`src/rtl/rtsnoc_pkg.sv`:
```
// Shared sizing helpers, header field offsets and FSM encodings for the RTSNoC port arbiter.
package rtsnoc_pkg;

    localparam int LOCAL_ADDR_W = 3;

    // The client-select field is as wide as the largest legal client count (8),
    // so any value >= N_CLIENTS can be recognised and dropped.
    localparam int CLIENT_FIELD_W = 3;

    localparam logic [0:0] T_IDLE  = 1'b0;
    localparam logic [0:0] T_SEND  = 1'b1;

    localparam logic [1:0] R_IDLE  = 2'd0;
    localparam logic [1:0] R_OFFER = 2'd1;
    localparam logic [1:0] R_GAP   = 2'd2;

    function automatic int calc_bus_w(input int data_w, input int size_x, input int size_y);
        return data_w + 2 * LOCAL_ADDR_W + 2 * size_x + 2 * size_y;
    endfunction

    function automatic int calc_cw(input int n_clients);
        return (n_clients > 1) ? $clog2(n_clients) : 1;
    endfunction

    // Header sits above the payload: local src, local dst, then src/dst X and Y.
    function automatic int hdr_local_src_lsb(input int data_w);
        return data_w;
    endfunction

    function automatic int hdr_local_dst_lsb(input int data_w);
        return data_w + LOCAL_ADDR_W;
    endfunction

endpackage

```
`src/rtl/rtsnoc_rr_arbiter.sv`:
```
// Combinational round-robin pick: first requester at or after the pointer, cyclically.
module rtsnoc_rr_arbiter
    import rtsnoc_pkg::*;
#(
    parameter int N_CLIENTS = 4,
    parameter int CW        = calc_cw(N_CLIENTS)
) (
    input  logic [N_CLIENTS-1:0] req,
    input  logic [CW-1:0]        ptr,
    output logic [N_CLIENTS-1:0] grant,
    output logic [CW-1:0]        grant_idx,
    output logic                 grant_valid
);

    always_comb begin
        grant       = '0;
        grant_idx   = '0;
        grant_valid = 1'b0;
        for (int i = 0; i < N_CLIENTS; i++) begin
            if (!grant_valid && req[CW'((int'(ptr) + i) % N_CLIENTS)]) begin
                grant_valid = 1'b1;
                grant_idx   = CW'((int'(ptr) + i) % N_CLIENTS);
                grant[CW'((int'(ptr) + i) % N_CLIENTS)] = 1'b1;
            end
        end
    end

endmodule

```
`src/rtl/rtsnoc_port_arbiter.sv`:
```
// Shares one RTSNoC router local port among several clients: round-robin TX, client-steered RX.
module rtsnoc_port_arbiter
    import rtsnoc_pkg::*;
#(
    parameter int N_CLIENTS      = 4,
    parameter int NOC_DATA_WIDTH = 56,
    parameter int SOC_SIZE_X     = 1,
    parameter int SOC_SIZE_Y     = 1,
    localparam int BUS_W         = calc_bus_w(NOC_DATA_WIDTH, SOC_SIZE_X, SOC_SIZE_Y),
    localparam int CW            = calc_cw(N_CLIENTS)
) (
    input  logic                         clk_i,
    input  logic                         rst_n_i,
    input  logic [N_CLIENTS-1:0]         tx_req_i,
    input  logic [N_CLIENTS*BUS_W-1:0]   tx_flit_i,
    output logic [N_CLIENTS-1:0]         tx_ack_o,
    output logic [N_CLIENTS-1:0]         rx_valid_o,
    input  logic [N_CLIENTS-1:0]         rx_ready_i,
    output logic [BUS_W-1:0]             rx_flit_o,
    output logic [7:0]                   rx_drop_cnt_o,
    output logic [BUS_W-1:0]             noc_din_o,
    output logic                         noc_wr_o,
    input  logic                         noc_wait_i,
    input  logic [BUS_W-1:0]             noc_dout_i,
    input  logic                         noc_nd_i,
    output logic                         noc_rd_o
);

    localparam logic [N_CLIENTS-1:0] ONE_HOT_0 = N_CLIENTS'(1);

    logic [0:0]              tx_state;
    logic [CW-1:0]           rr_ptr;
    logic [CW-1:0]           tx_idx;
    logic [CW-1:0]           next_ptr;
    logic [N_CLIENTS-1:0]    req_eligible;
    logic [N_CLIENTS-1:0]    arb_grant;
    logic [CW-1:0]           arb_idx;
    logic                    arb_valid;
    logic [BUS_W-1:0]        tx_flit_arr [N_CLIENTS];

    logic [1:0]                  rx_state;
    logic [CW-1:0]               rx_idx;
    logic [CLIENT_FIELD_W-1:0]   nd_sel;
    logic                        nd_sel_ok;

    for (genvar i = 0; i < N_CLIENTS; i++) begin : g_flit_unpack
        assign tx_flit_arr[i] = tx_flit_i[i*BUS_W +: BUS_W];
    end

    // A client whose ack is on the wire this cycle has not yet seen it, so it may still be
    // requesting; masking it prevents a second send of the same flit.
    assign req_eligible = tx_req_i & ~tx_ack_o;
    assign next_ptr     = (tx_idx == CW'(N_CLIENTS - 1)) ? '0 : tx_idx + 1'b1;
    assign noc_wr_o     = (tx_state == T_SEND);

    rtsnoc_rr_arbiter #(
        .N_CLIENTS (N_CLIENTS),
        .CW        (CW)
    ) u_rr_arbiter (
        .req         (req_eligible),
        .ptr         (rr_ptr),
        .grant       (arb_grant),
        .grant_idx   (arb_idx),
        .grant_valid (arb_valid)
    );

    always_ff @(posedge clk_i or negedge rst_n_i) begin
        if (!rst_n_i) begin
            tx_state  <= T_IDLE;
            rr_ptr    <= '0;
            tx_idx    <= '0;
            noc_din_o <= '0;
            tx_ack_o  <= '0;
        end else begin
            tx_ack_o <= '0;
            if (tx_state == T_IDLE) begin
                if (arb_valid) begin
                    noc_din_o <= tx_flit_arr[arb_idx];
                    tx_idx    <= arb_idx;
                    tx_state  <= T_SEND;
                end
            end else if (!noc_wait_i) begin
                tx_ack_o <= ONE_HOT_0 << tx_idx;
                rr_ptr   <= next_ptr;
                tx_state <= T_IDLE;
            end
        end
    end

    assign nd_sel    = noc_dout_i[NOC_DATA_WIDTH-1 -: CLIENT_FIELD_W];
    assign nd_sel_ok = (int'(nd_sel) < N_CLIENTS);

    // R_GAP and the R_OFFER exit both give the router one cycle to refresh noc_nd_i after a pop.
    always_ff @(posedge clk_i or negedge rst_n_i) begin
        if (!rst_n_i) begin
            rx_state      <= R_IDLE;
            rx_idx        <= '0;
            rx_flit_o     <= '0;
            rx_valid_o    <= '0;
            rx_drop_cnt_o <= '0;
            noc_rd_o      <= 1'b0;
        end else begin
            noc_rd_o <= 1'b0;
            case (rx_state)
                R_IDLE: begin
                    if (noc_nd_i) begin
                        rx_flit_o <= noc_dout_i;
                        noc_rd_o  <= 1'b1;
                        if (nd_sel_ok) begin
                            rx_idx     <= nd_sel[CW-1:0];
                            rx_valid_o <= ONE_HOT_0 << nd_sel[CW-1:0];
                            rx_state   <= R_OFFER;
                        end else begin
                            if (rx_drop_cnt_o != 8'hFF) begin
                                rx_drop_cnt_o <= rx_drop_cnt_o + 8'd1;
                            end
                            rx_state <= R_GAP;
                        end
                    end
                end
                R_OFFER: begin
                    if (rx_ready_i[rx_idx]) begin
                        rx_valid_o <= '0;
                        rx_state   <= R_IDLE;
                    end
                end
                R_GAP:   rx_state <= R_IDLE;
                default: rx_state <= R_IDLE;
            endcase
        end
    end

endmodule

```
`config.mk`:
```
export PLATFORM = sky130hd
export DESIGN_NAME = rtsnoc_port_arbiter
export DESIGN_NICKNAME = d
export VERILOG_FILES = /design/src/rtl/rtsnoc_pkg.sv /design/src/rtl/rtsnoc_rr_arbiter.sv /design/src/rtl/rtsnoc_port_arbiter.sv
export SDC_FILE = /design/constraint.sdc
export NUM_CORES = 1
export LEC_CHECK = 0
export ABC_AREA = 1
export ABC_CLOCK_PERIOD_IN_PS = 2000
export CAP_MARGIN = 40
export CORE_AREA = 10 10 183 185
export CTS_BUF_LIST = sky130_fd_sc_hd__clkbuf_4 sky130_fd_sc_hd__clkbuf_8 sky130_fd_sc_hd__clkbuf_16
export DETAILED_ROUTE_END_ITERATION = 16
export DIE_AREA = 0 0 193 195
export MAX_ROUTING_LAYER = met4
export PLACE_DENSITY = 0.68
export SYNTH_ARGS = -nofsm -noshare
export SYNTH_HDL_FRONTEND = slang
export SYNTH_SLANG_ARGS = --single-unit
```
`constraint.sdc`:
```
create_clock -name clk_i -period 2 [get_ports clk_i]
set_clock_uncertainty 0.2 [all_clocks]
set_input_delay 0.6 -clock clk_i [delete_from_list [all_inputs] [get_ports clk_i]]
set_output_delay 0.6 -clock clk_i [all_outputs]
set_load 0.03 [all_outputs]
```
==> metrics.md, run 1 <==
| Metric | Value |
|---|---|
| Longest Clk Path Bufs | 2 |
| Final wirelength | ~46 mm |
| Cells after Synth | about 1400 |
| FILL cells | between 2000 and 3000 |
| Dpl ws | -0.915 ns |
| Share of layout cells above drive strength 1 | about 23% |
| # port buffers | just under 500 |
| Slowest cell on crit path | dfrtp_2 |
| Hold Crit Class | reg -> reg |
| Static Leak | between 9 and 10 nW |
| Slew margin rel. | between 70% and 80% |
| VDD IR max | 916 uV |
| TritonCTS clock tree | built |
| Detailed placement HPWL | 33.6 mm |
| CP max stage delay | 0.48 ns |
| TritonCTS buffer count | 17 |
| Final #Nets | approximately 2300 |
| Average size of a mapped cell | between 6 and 7 um^2 |
| CP Capture Type | flop |
| Worst EP required | around 2.1 ns |
| Overall power | 34.1 mW |
| R2r worst-path depth | 15 |
| Final Setup Violations | about 70 |
| Reg2reg start | rr_ptr[0] |
| Wire length per cell | between 15 and 20 um |
| Violated checks | negative setup slack |
| Routability cong. | roughly 0.94 |
| Placement Rows | between 60 and 70 |
| Syn_nets | between 1500 and 2000 |
| Crit Reg-Reg Endpoint | noc_din_o[51] |
| Critical path fanouts, max | 6 |
| Via count | 11100 |
| CTS HTree Levels | 4 |
| Final min period | 2.40 ns |
| Crit path to | noc_din_o[51] |
| Final period util | 120% |
| Highest Clock Rate | ~420 MHz |
| Core footprint | around 30000 um^2 |
| Worst-margin pin slew | approximately 0.43 ns |
| Yosys reg bits | around 160 |
| Hold path cells | 2 |
| Max cap viols | 0 |
| Drt via density | between 4 and 5 |
| Unrepaired setup endpoints after global routing | true |
| DRT iter0 DRCs | between 500 and 600 |
| Cell Area, Synth | about 9000 um^2 |
| Post-route ant nets | 0 |
| Yosys cell types | 32 |
| Hold Vio Cnt, Final | 0 |
| Chip Height | slightly below 200 um |
| Post-synthesis sequential area ratio | around 43% |
| Most used cell along the critical path | nand3_2 |
| Die X | around 190 um |
| Die ar. | 37600 um^2 |
| First-pass GRT wire length | approximately 64 mm |
| Drt pass-1 iters | 5 |
| Clock-pin transition on the worst setup and hold timing paths | 0.08 ns |
| CP startpoint | rr_ptr[0] |
| Global route overflow | 0 |
| Max Slew Vio Count | 0 |
| Vias in the first global route | roughly 11000 |
| Drt drc | 0 |
| Final core utilization | 58.9% |
| Largest net degree at the start of global routing | between 50 and 60 |
| Clock sink count | between 150 and 200 |
| Root buffer cell | clkbuf_16 |
| Gr usage total | roughly 22% |
| Worst R2R Setup Slack | -0.40 ns |
| Cell Chain, Critical Path | buf_12, nand3_4, nand3_2, nand2_2, inv_2, nor2_4, nand2_2, o21ai_4, buf_6, nor2_4, buf_12, clkbuf_16, buf_4, nand3_2, nand3_2 |
| Crit Path Category | reg -> reg |
| Initial Util | approximately 30% |
| Status | complete, but fails checks |
| Io pins | approximately 490 |
| Initial antenna violation count | 6 |
| Setup ws final | -0.404 ns |
| PD cells | approximately 1900 nW/um^2 |
| Worst endpoint data arrival time | ~2.5 ns |
| CP startpoint kind | flop |
| Synth warn | 0 |
| Clk_lat worst skew | 0.43 ns |
| Synth-to-layout area growth | 92.9% |
## layer usage
layer | global-route usage, % | share of wire, %
met5 | - | 0
met4 | 6.21 | 3.0
met3 | 6.02 | 8.0
met2 | 38.9 | 51
met1 | 24.6 | 38
## per-stage QoR
step	area, um^2	setup TNS, ns	hold WS, ns	std cells
4_1_cts	16600	-31.50	0.279	2303
2_1_floorplan	9470	-4.22	0.104	1356
6_report	17700	-21.75	0.277	2343
3_5_place_dp	15700	-62.49	0.264	2258
5_1_grt	17700	-31.78	0.302	2343
3_3_place_gp	15700	-59.00	0.262	2258
## power breakdown
part	internal (mW)	switching [mW]	total (mW)
sequential	4.65	0.996	5.64
clock	1.81	1.62	3.43
combinational	11.5	13.5	25.0
total	17.9	16.1	34.1
## sequential cells by signal, summed over array words and instances (netlist names)
register / cells
tx_idx: 2
tx_ack_o: 4
rx_valid_o: 4
rr_ptr: 2
noc_din_o: 66
rx_idx: 2
rx_flit_o: 66
rx_state: 2
noc_wr_o: 1
noc_rd_o: 1
rx_drop_cnt_o: 8
## worst max-delay path: cells and delay by family (launching register included)
| family | cells | cell delay [ns] |
|---|---|---|
| and+or+nand+nor | 8 | 0.63 |
| DFF | 1 | 0.48 |
| AOI/OAI and AO/OA | 1 | 0.19 |
| buffers and inverters | 6 | 0.78 |
## placed cells by master (no fill, tap or decap), types with 12 or more instances in the layout
cell	Yosys	layout
nor2_1	19	17
or2_4	0	17
nand2_1	547	521
clkbuf_2	0	35
nand3_1	224	124
nand2_2	3	27
buf_12	0	59
nand3b_1	28	28
or2_1	17	18
dlymetal6s2s_1	0	40
buf_6	2	12
inv_1	218	217
buf_4	7	72
clkdlybuf4s50_1	0	336
clkbuf_16	0	31
clkdlybuf4s15_2	0	43
nand3_2	1	93
dfrtp_1	158	152
## worst min-delay path by stage
stage / startpoint / slack, ns / endpoint
2_1_floorplan: rst_n_i / 0.10 / noc_din_o[0]
3_3_place_gp: rx_flit_o[60] / 0.26 / rx_flit_o[60]
3_5_place_dp: noc_din_o[57] / 0.26 / noc_din_o[57]
4_1_cts: noc_din_o[57] / 0.28 / noc_din_o[57]
5_1_grt: rx_flit_o[43] / 0.30 / rx_flit_o[43]
6_report: noc_din_o[57] / 0.28 / noc_din_o[57]
## logic make-up (layout without fill, tap and decap cells)
group / Yosys count / in the layout / synth area share, %
AOI/OAI and AO/OA: 22 / 22 / 1.42
xor gates and xnor gates: 6 / 6 / 0.573
adders and majority gates: 5 / 5 / 0.682
buffers and inverters: 296 / 881 / 13.0
DFF: 158 / 158 / 43.1
muxes: 1 / 1 / 0.123
other: 0 / 6 / 0
and+or+nand+nor: 868 / 868 / 41.1
## layout make-up
type	instances	area, um^2	area share [%]
inverter	224	853	4.82
tap	396	495	2.80
clock inverter	15	198	1.12
antenna	6	15.0	0.0848
multi-input combinational	902	4760	26.9
sequential	158	3960	22.4
timing repair buffer	625	6990	39.5
clock buffer	17	425	2.40
## cells in the mapped netlist
cell type	count	area, um^2
nor2_2	1	6.26
or2_2	20	125
nand4_1	4	25.0
a22oi_1	1	7.51
a32o_1	1	10.0
inv_2	5	18.8
o21ai_4	1	16.3
nand2_4	1	11.3
buf_6	2	22.5
mux2_2	1	11.3
ha_1	5	62.6
o21ai_0	9	45.0
nand3b_1	28	210
or2_0	1	6.26
nand3_1	224	1120
nand2_2	3	18.8
nor3_1	2	10.0
nor2_1	19	71.3
dfrtp_1	158	3950
xor2_1	4	35.0
or2_1	17	106
nand2_1	547	2050
buf_1	4	15.0
a21oi_1	9	45.0
buf_2	29	145
clkbuf_1	30	113
xnor2_1	2	17.5
nand3_2	1	10.0
buf_4	7	52.6
inv_1	218	818
a31oi_1	1	6.26
inv_4	1	6.26
## what timing repair did
item	in CTS	in global routing
resized for setup	210	232
setup endpoints to repair	187	144
endpoints found under the hold margin	28	0
pin swaps	13	65
buffers inserted	9	19
gates cloned	3	16
hold buffers	1	0
No activity file was read; power rests on OpenSTA's default activity.
==> inputs of run 2 (changes only) <==
- ABC_AREA: 1 -> not set
- CORE_AREA: 10 10 183 185 -> 10 10 185 187
- DIE_AREA: 0 0 193 195 -> 0 0 195 197
- PLACE_DENSITY: 0.68 -> not set
==> run 2 against run 1 <==
The flow still finishes with violations (negative setup slack). Synthesized cell count shrank 54%. Non-clock buffer count is 36 lower. Fmax increased by 8.7%. First-iteration DRC count decreased by 37%. Clock-buffer cell count up 1. Utilization down 8.8 points. Largest cell class unchanged.
==> metrics.md, run 2 <==
| Metric | Value |
|---|---|
| Status | complete, but fails checks |
| Violated checks | negative setup slack |
| Average size of a mapped cell | 12.6 um^2 (+86%) |
| Gr busiest metal | met2 |
| Met3 Usage GRT | 8.06% (+2.0 points) |
| Clk_lat worst skew | 0.43 ns (about the same) |
| Most common cell in the netlist | dfrtp_1 |
| Vias in the first global route | 8362 (-25%) |
| Global route overflow | 0 (unchanged) |
| Placed Instance Area | 13600 um^2 (-13%) |
| Max Slew Vio Count | 0 (unchanged) |
| Highest Clock Rate | 452 MHz (+8.7%) |
| Setup ws final | -0.211 ns (+0.193 ns) |
| CTS HTree Levels | 4 (unchanged) |
| Most common cell after layout, fill and taps aside | clkdlybuf4s50_1 |
| Yosys reg bits | 158 (unchanged) |
| Overall power | 20.2 mW (-41%) |
| Post-route design area | 15300 um^2 (-14%) |
| Met2 usage | 33.1% (-5.8 points) |
| Largest area contributor in the netlist | dfrtp_1 |
| # port buffers | 491 (unchanged) |
| First-pass GRT wire length | 55.5 mm (-13%) |
| Ys async rst share | 100% (unchanged) |
| Unrepaired setup endpoints after global routing | true |
| Post-synthesis sequential area ratio | 50.6% (+7.5 points) |
| Drt drc | 0 (unchanged) |
| Final min period | 2.21 ns (-0.193 ns) |
| Final wirelength | 38.1 mm (-16%) |
| Static Leak | 6.55 nW (-30%) |
| Core footprint | 30400 um^2 (+1.3%) |
| Slew margin rel. | 74.7% (+3.7 points) |
| Longest Clk Path Bufs | 2 (unchanged) |
| Syn_nets | 968 (-43%) |
| Routability cong. | 0.840 (-11%) |
| Synth top area cells | dfrtp_1, mux2i_1, o221ai_1 |
| Worst EP required | 2.09 ns (-0.02 ns) |
| Hold Vio Cnt, Final | 0 (unchanged) |
| Gr usage total | 19.8% (-2.6 points) |
| Clock-pin transition on the worst setup and hold timing paths | 0.07 ns (about the same) |
| Synth-to-layout area growth | 95.2% |
| Initial Util | 25.7% (-4.9 points) |
| PD cells | 1330 nW/um^2 (-31%) |
| Worst endpoint data arrival time | 2.30 ns (-0.22 ns) |
| Largest net degree at the start of global routing | 51 (-11%) |
| TritonCTS clock tree | built |
| Detailed placement HPWL | 27.9 mm (-17%) |
| Placement Rows | 64 (unchanged) |
| Hold Crit Class | reg -> reg |
| Synth warn | 0 (unchanged) |
| Initial antenna violation count | 3 (-3) |
| Cells after Synth | 621 (-54%) |
| Biggest regs | noc_din_o: 66 flops, rx_flit_o: 66 flops, rx_drop_cnt_o: 8 flops |
| Cell Chain, Critical Path | nand3b_1, a311oi_2, a21oi_4, buf_6, buf_12, buf_12, buf_6, mux2i_1, o221ai_1 |
| Most frequent cells in the layout | clkdlybuf4s50_1, dfrtp_1, mux2i_1 |
| Via count | 7466 (-32%) |
| Max cap viols | 0 (unchanged) |
| DRT iter0 DRCs | 344 (-37%) |
| Wire length per cell | 23.9 um (+23%) |
| Post-synth EDFFs | 0 (unchanged) |
| CP Capture Type | flop |
| Io pins | 492 (unchanged) |
| Share of layout cells above drive strength 1 | 32.0% (+8.9 points) |
| Drt via density | 4.68 (-0.85%) |
| VDD IR max | 640 uV (-30%) |
| Final #Nets | 1531 (-33%) |
| Yosys cell types | 37 (+16%) |
| Critical path fanouts, max | 5 (-1) |
| Top-area cell type share of the netlist area | 50.6% (+7.5 points) |
| Final period util | 111% (-9.7 points) |
| Clock sink count | 158 (unchanged) |
| Slowest cell on crit path | dfrtp_1 |
| Final Setup Violations | 68 (-1.4%) |
| Crit Path Category | reg -> reg |
| Drt pass-1 iters | 4 (-1) |
| TritonCTS buffer count | 17 (unchanged) |
| Commonest cells in the netlist | dfrtp_1, mux2i_1, nand2_1, o221ai_1, mux2_2 |
| M1 GR Usage | 21.6% (-3.0 points) |
| Die ar. | 38400 um^2 (+2.1%) |
| CP startpoint kind | flop |
| Root buffer cell | clkbuf_16 |
| Worst-margin pin slew | 0.380 ns (-0.0549 ns) |
| CP max stage delay | 0.40 ns (-0.08 ns) |
| Chip Height | 197 um (+1.0%) |
| Post-synth top flop | dfrtp_1 |
| Die X | 195 um (+1.0%) |
| Cell Area, Synth | 7820 um^2 (-15%) |
| Post-route ant nets | 0 (unchanged) |
## run 2: changes by cell type after synthesis, sizes merged, moves of 5 or more
cell / change
mux2i: +133
mux2: +70
buf: -12
a21oi: -5
nand2b: +8
clkbuf: -18
inv: -217
and2: +5
o221ai: +66
nand2: -477
nor2: -13
nand3b: -27
or2: -37
nand3: -223
## run 2: cell type report
class	instances	area, um^2
fill	2688	15200
timing repair buffer	589	6390
tap	396	495
inverter	7	26.3
clock inverter	14	146
sequential	158	3950
multi-input combinational	411	3800
antenna	3	7.51
clock buffer	18	439
## run 2: worst max-delay path: cells and delay by family, from the launching register on
family | cells | cell delay (ns)
AND/OR/NAND/NOR | 1 | 0.19
multiplexers | 1 | 0.16
AO/OA/AOI/OAI | 3 | 0.61
buffers and inverters | 4 | 0.52
flip-flops | 1 | 0.40
## run 2: power by group
part	internal (mW)	total [mW]	switching, mW	leakage (nW)
combinational	5.73	11.7	5.92	4.34
sequential	4.42	5.22	0.800	1.92
clock	1.80	3.37	1.57	0.288
## run 2: through the flow
step / TNS (ns) / worst slack (ns) / hold slack [ns] / std cells / util [%]
after floorplan: -1.97 / -0.0355 / 0.104 / 621 / -
after global placement: -85.18 / -0.867 / 0.268 / 1522 / 44.6
after detailed placement: -86.66 / -0.907 / 0.259 / 1522 / 44.6
after CTS: -10.48 / -0.222 / 0.290 / 1594 / 50.6
after global routing: -14.33 / -0.328 / 0.301 / 1596 / 50.2
final: -7.60 / -0.211 / 0.289 / 1596 / 50.2
## run 2: final timing paths
check	from	slack, ns	cells past startpoint	endpoint
min in group asynchronous	rst_n_i	0.39	2	rx_flit_o[56]
worst min-delay path	rx_flit_o[27]	0.29	1	rx_flit_o[27]
worst min register to register	rx_flit_o[27]	0.29	1	rx_flit_o[27]
worst max-delay path	tx_ack_o[0]	-0.21	9	noc_din_o[54]
worst max register to register	tx_ack_o[0]	-0.21	9	noc_din_o[54]
max in group asynchronous	rst_n_i	0.61	3	tx_ack_o[2]
## run 2: cells by family after synthesis
kind of cell    count (synthesis)  share of synthesized area, %
mux                           205                          27.5
flops                         158                          50.6
simple gates                  115                          6.74
compound gates                 79                          8.42
buf+inv                        52                          5.17
xor+xnor                        7                         0.784
fa+ha+maj                       5                         0.800
## run 2: routing by layer
layer	vias to the layer above	part of all wire, %
li1	3434	-
met1	3666	39
met2	341	51
met3	25	9.0
met4	0	1.2
met5	-	0
## run 2: repair_timing
item / in CTS / in global routing
buffers inserted: 23 / 10
pin swaps: 51 / 15
gates cloned: 19 / 0
hold buffers: 1 / 0
setup endpoints to repair: 199 / 114
hold endpoints to repair: 14 / 0
gates resized for setup: 463 / 78
==> inputs of run 3 (changes only) <==
- CAP_MARGIN: 40 -> 20
==> results of run 3 <==
Final layout, timing and power as in run 2 (identical DEF).
